**config.mk**
```make
export PLATFORM = sky130hd
export DESIGN_NAME = demux1t2_8_buf
export DESIGN_NICKNAME = d
export VERILOG_FILES = /design/src/rtl/demux1t2_8_buf.sv
export SDC_FILE = /design/constraint.sdc
export NUM_CORES = 1
export LEC_CHECK = 0
export ABC_AREA = 1
export BUFFER_PORTS_ARGS = -buffer_cell sky130_fd_sc_hd__clkbuf_2
export CAP_MARGIN = 20
export CORE_MARGIN = 10
export CORE_UTILIZATION = 35
export CTS_CLUSTER_SIZE = 12
export DETAILED_ROUTE_END_ITERATION = 10
export REMOVE_ABC_BUFFERS = 1
export SLEW_MARGIN = 25
export SYNTH_ARGS = -nofsm -noshare
export SYNTH_HDL_FRONTEND = slang
export SYNTH_SLANG_ARGS = --single-unit
```
**constraint.sdc**
```tcl
create_clock -name clk -period 1.7 [get_ports clk]
set_input_delay 0.34 -clock clk [delete_from_list [all_inputs] [get_ports clk]]
set_output_delay 0.34 -clock clk [all_outputs]
set_load 0.005 [all_outputs]
```
**src/rtl/demux1t2_8_buf.sv**
```systemverilog
// Buffered 1-to-2 byte demultiplexer.
// Each upstream byte is steered by in_sel into one of two small FIFOs.
// Each FIFO drains to its own valid/ready consumer.
// Per-channel push counters (mod 256) are kept for debug display.
module demux1t2_8_buf #(
  parameter int WIDTH = 8,
  parameter int DEPTH = 2
) (
  input  logic             clk,
  input  logic             rst_n,
  input  logic [WIDTH-1:0] in_data,
  input  logic             in_sel,
  input  logic             in_valid,
  output logic             in_ready,
  output logic [WIDTH-1:0] o0_data,
  output logic             o0_valid,
  input  logic             o0_ready,
  output logic [WIDTH-1:0] o1_data,
  output logic             o1_valid,
  input  logic             o1_ready,
  output logic [7:0]       cnt0,
  output logic [7:0]       cnt1
);

  // DEPTH is a power of two, so the pointers wrap naturally at AW bits.
  localparam int AW = $clog2(DEPTH);
  localparam int CW = $clog2(DEPTH + 1);
  localparam logic [CW-1:0] FULL_CNT = CW'(DEPTH);

  logic [WIDTH-1:0] mem_r     [2][DEPTH];
  logic [AW-1:0]    wr_ptr_r  [2];
  logic [AW-1:0]    rd_ptr_r  [2];
  logic [CW-1:0]    count_r   [2];
  logic [7:0]       push_cnt_r[2];

  logic [1:0] full_s;
  logic [1:0] push_s;
  logic [1:0] pop_s;
  logic [1:0] out_ready_s;
  logic       in_ready_s;

  assign out_ready_s = {o1_ready, o0_ready};

  // Full flags, upstream ready, and per-channel push/pop strobes.
  // in_ready depends only on registered occupancy and in_sel, never on the consumer readies.
  always_comb begin
    full_s     = 2'b00;
    push_s     = 2'b00;
    pop_s      = 2'b00;
    in_ready_s = 1'b1;
    for (int k = 0; k < 2; k++) begin
      full_s[k] = (count_r[k] == FULL_CNT);
      pop_s[k]  = (count_r[k] != {CW{1'b0}}) && out_ready_s[k];
    end
    in_ready_s = in_sel ? !full_s[1] : !full_s[0];
    push_s[0]  = in_valid && in_ready_s && !in_sel;
    push_s[1]  = in_valid && in_ready_s &&  in_sel;
  end

  // FIFO storage, pointers, occupancy and push counters for both channels.
  always_ff @(posedge clk or negedge rst_n) begin
    if (!rst_n) begin
      for (int k = 0; k < 2; k++) begin
        for (int d = 0; d < DEPTH; d++) begin
          mem_r[k][d] <= {WIDTH{1'b0}};
        end
        wr_ptr_r[k]   <= {AW{1'b0}};
        rd_ptr_r[k]   <= {AW{1'b0}};
        count_r[k]    <= {CW{1'b0}};
        push_cnt_r[k] <= 8'd0;
      end
    end else begin
      for (int k = 0; k < 2; k++) begin
        if (push_s[k]) begin
          mem_r[k][wr_ptr_r[k]] <= in_data;
          wr_ptr_r[k]           <= wr_ptr_r[k] + {{(AW-1){1'b0}}, 1'b1};
          push_cnt_r[k]         <= push_cnt_r[k] + 8'd1;
        end else begin
          wr_ptr_r[k]           <= wr_ptr_r[k];
          push_cnt_r[k]         <= push_cnt_r[k];
        end
        if (pop_s[k]) begin
          rd_ptr_r[k] <= rd_ptr_r[k] + {{(AW-1){1'b0}}, 1'b1};
        end else begin
          rd_ptr_r[k] <= rd_ptr_r[k];
        end
        // Simultaneous push and pop leaves the occupancy unchanged.
        case ({push_s[k], pop_s[k]})
          2'b10:   count_r[k] <= count_r[k] + {{(CW-1){1'b0}}, 1'b1};
          2'b01:   count_r[k] <= count_r[k] - {{(CW-1){1'b0}}, 1'b1};
          default: count_r[k] <= count_r[k];
        endcase
      end
    end
  end

  assign in_ready = in_ready_s;
  assign o0_data  = mem_r[0][rd_ptr_r[0]];
  assign o1_data  = mem_r[1][rd_ptr_r[1]];
  assign o0_valid = (count_r[0] != {CW{1'b0}});
  assign o1_valid = (count_r[1] != {CW{1'b0}});
  assign cnt0     = push_cnt_r[0];
  assign cnt1     = push_cnt_r[1];

endmodule

```
==> metrics.md <==
| Metric | Value |
|---|---|
| Number of standard cells after synthesis | 332 |
| Leading cell type in the layout, fill and taps excluded | nand2_1 |
| Path class of the lowest-slack min-delay path | in -> async |
| Hold Slack | 13.7 ps |
| Area occupied by multi-input gates | 0.00115 mm² |
| Hold-fix buffers, CTS | 0 |
| Clock edge transition at the registers on the reported setup and hold paths | 100 ps |
| Max Buffers Root-to-Sink | 2 |
| Yosys reg bits | 56 |
| Number of distinct library cells after synthesis | 22 |
| Part of the Yosys area used for sequential elements | 50.9% |
| Count of filler cells inserted in the layout | 774 |
| Effective utilization at floorplan | 35.8% |
| RD Place Congestion | 0.724 |
| Post-DR wirelength/cell | 12.4 µm |
| Worst Path Buf+Inv | 1 |
| Post-detailed-route via-to-cell ratio | 4.41 |
| Clock buffers created by TritonCTS | 5 |
| GR Layer Usage met1 | 13.1% |
| Final worst-path cycle share | 96.3% |
| Summed instance area of the synthesized netlist | 0.00276 mm² |
| Area added between synthesis and finish | 20.1% |
| Critical Setup Path Class | reg -> out |
| Number of levels in the clock H-tree | 2 |
| Dpl hpwl | 4330 µm |
| Clock latency on the worst-skew pair | 310 ps |
| Share of cells above drive strength 1 | 20.0% |
| Number of detailed-route iterations in the first pass | 4 |
| Num rows | 32 |
| Vertical extent of the die | 109 µm |
| Total area of sequential cells | 0.00140 mm² |
| Share of the synthesized area in the top cell type | 50.9% |
| GR met3 Demand/Resource | 3.42% |
| Grt total ovfl | 0 |
| Nature of the critical path endpoint | output port |
| Number of maximum-capacitance constraint violations | 0 |
| Least-Margin Pin Slew | 332 ps |
| Maximum resistive drop on vdd | 0.000538 V |
| Number of antenna violations at the first check in global routing | 0 |
| Arrival time at the worst endpoint | 1300 ps |
| Clock sinks | 56 |
| Wire length of the first global-routing pass | 10500 µm |
| Iter 0 DRT Violations | 85 |
| Required time of the critical path | 1360 ps |
| Longest individual stage delay on the worst path | 530 ps |
| Root Buffer Master | clkbuf_8 |
| Unrepaired setup endpoints after global routing | false |
| Top-level port count | 49 |
| Result of the run | finished clean |
| Largest net degree at the start of global routing | 57 |
| Antenna diode instance count | 0 |
| Max-slew headroom | 77.8% |
| Number of hold violations in the final report | 0 |
| Shortest period the worst path allows | 1640 ps |
| GR Util met2 | 18.4% |
| Final ANT Viol Nets | 0 |
| Highest Clock Rate | 611 MHz |
| Synth Warn # | 0 |
| Most frequent cells in the layout | 118 x nand2_1, 54 x dfrtp_1, 48 x clkbuf_2, 41 x inv_1, 37 x o21ai_0 |
| Final setup skew | 7.58 ps |
| Total length of routed wires | 6100 µm |
| Vias in the first global route | 2161 |
| DR vias | 2171 |
| Total placed instance area | 0.00316 mm² |
| Grt peak-use layer | met2 |
| Die ar. | 0.0118 mm² |
| Number of nets in the final layout | 407 |
| Die span in x | 109 µm |
| Area of the core region | 0.00769 mm² |
| Worst path slowest cell | dfrtp_2 |
| Max-slew violation count | 0 |
| GRT Util Overall | 10.9% |
| Cells along the critical path | o21ai_0, clkbuf_2 |
| Final setup viols | 0 |
| Clock tree from TritonCTS | yes |
| Leakage power total | 1.70 nW |
| Crit path max-delay family | flip-flops |
| Total power divided by cell area | 1670 mW/mm² |
| Worst Path Max Fanout | 17 |
| Largest cells by area after synthesis | dfrtp_1 51%, nand2_1 16%, o21ai_0 7.3% |
| Critical Path Start Type | flip-flop |
| IO Port Bufs | 48 |
| Most area-hungry cell type in the Yosys netlist | dfrtp_1 |
| Avg Synthesized Cell Area | 8.30 µm² |
| Final non-filler cell area | 0.00331 mm² |
| Drc violations | 0 |
## Yosys cell counts
| master | number |
|---|---|
| o21bai_1 | 16 |
| xnor2_1 | 6 |
| nand2_1 | 118 |
| clkbuf_1 | 4 |
| nand3_1 | 4 |
| or2_2 | 1 |
| o211ai_4 | 1 |
| buf_4 | 2 |
| buf_2 | 2 |
| nor2_2 | 1 |
| nor2_1 | 13 |
| xor2_1 | 11 |
| buf_6 | 2 |
| ha_1 | 4 |
| nor2_4 | 2 |
| dfrtp_1 | 56 |
| nand3_2 | 1 |
| o21ai_0 | 40 |
| a21oi_1 | 2 |
| nand3b_1 | 3 |
| clkinv_1 | 2 |
| inv_1 | 41 |
## routing by layer
layer | wire length (µm) | vias up
met5 | 0 | -
met1 | 2890 | 984
met3 | 341 | 9
met4 | 89 | 0
met2 | 2790 | 38
li1 | - | 1140
## timing repair
| item | in CTS | in global routing |
|---|---|---|
| endpoints found under the setup margin | 12 | 3 |
| buffers inserted | 0 | 1 |
| resized for setup | 2 | 5 |
## cells by family after synthesis
group	synth area share [%]
xor+xnor	5.40
flops	50.9
buf+inv	8.13
simple gates	21.0
compound gates	12.8
fa+ha+maj	1.82
## layout make-up
cell class | count | share of cell area (%)
inverters | 43 | 4.88
well taps | 102 | 3.86
clock inverters | 1 | 0.908
repair buffers | 60 | 10.4
clock buffers | 7 | 2.91
multi-input cells | 223 | 34.6
flip-flops and latches | 56 | 42.4
## state kept, by name, summed over array words and instances (netlist names)
register and cells:
cnt1 8, cnt0 8, mem_r 32, count_r 4, rd_ptr_r 2, wr_ptr_r 2
## path summary, 6_finish.rpt
kind	startpoint	cells after the start	to	slack, ps
max	rd_ptr_r[1]	2	o0_data[2]	60
min	rst_n	2	wr_ptr_r[1]	10
max reg2reg	count_r[0]	8	count_r[1]	190
min reg2reg	mem_r[5]	2	mem_r[5]	510
max in group asynchronous	rst_n	2	rd_ptr_r[0]	1420
min in group clk	o1_ready	3	rd_ptr_r[0]	290
## power by group
| part | switching [mW] | internal (mW) | leakage, nW | total (mW) |
|---|---|---|---|---|
| Combinational | 1.21 | 1.00 | 0.944 | 2.21 |
| Sequential | 0.427 | 1.92 | 0.694 | 2.34 |
| Clock | 0.436 | 0.521 | 0.0645 | 0.956 |
| Total | 2.07 | 3.44 | 1.70 | 5.51 |
## stage by stage
| step | power, mW | std cells | utilization, % | setup WS, ps | setup TNS (ps) |
|---|---|---|---|---|---|
| 3_3_place_gp | 4.53 | 483 | 41.0 | 141 | 0 |
| 5_1_grt | 6.06 | 492 | 43.0 | 7.26 | 0 |
| 6_report | 5.51 | 492 | 43.0 | 62.1 | 0 |
| 2_1_floorplan | 3.60 | 322 | - | -73.6 | -73.6 |
| 3_5_place_dp | 4.58 | 483 | 41.0 | 66.1 | 0 |
| 4_1_cts | 5.56 | 491 | 42.7 | 44.8 | 0 |
(Power assumes the default switching activity.)
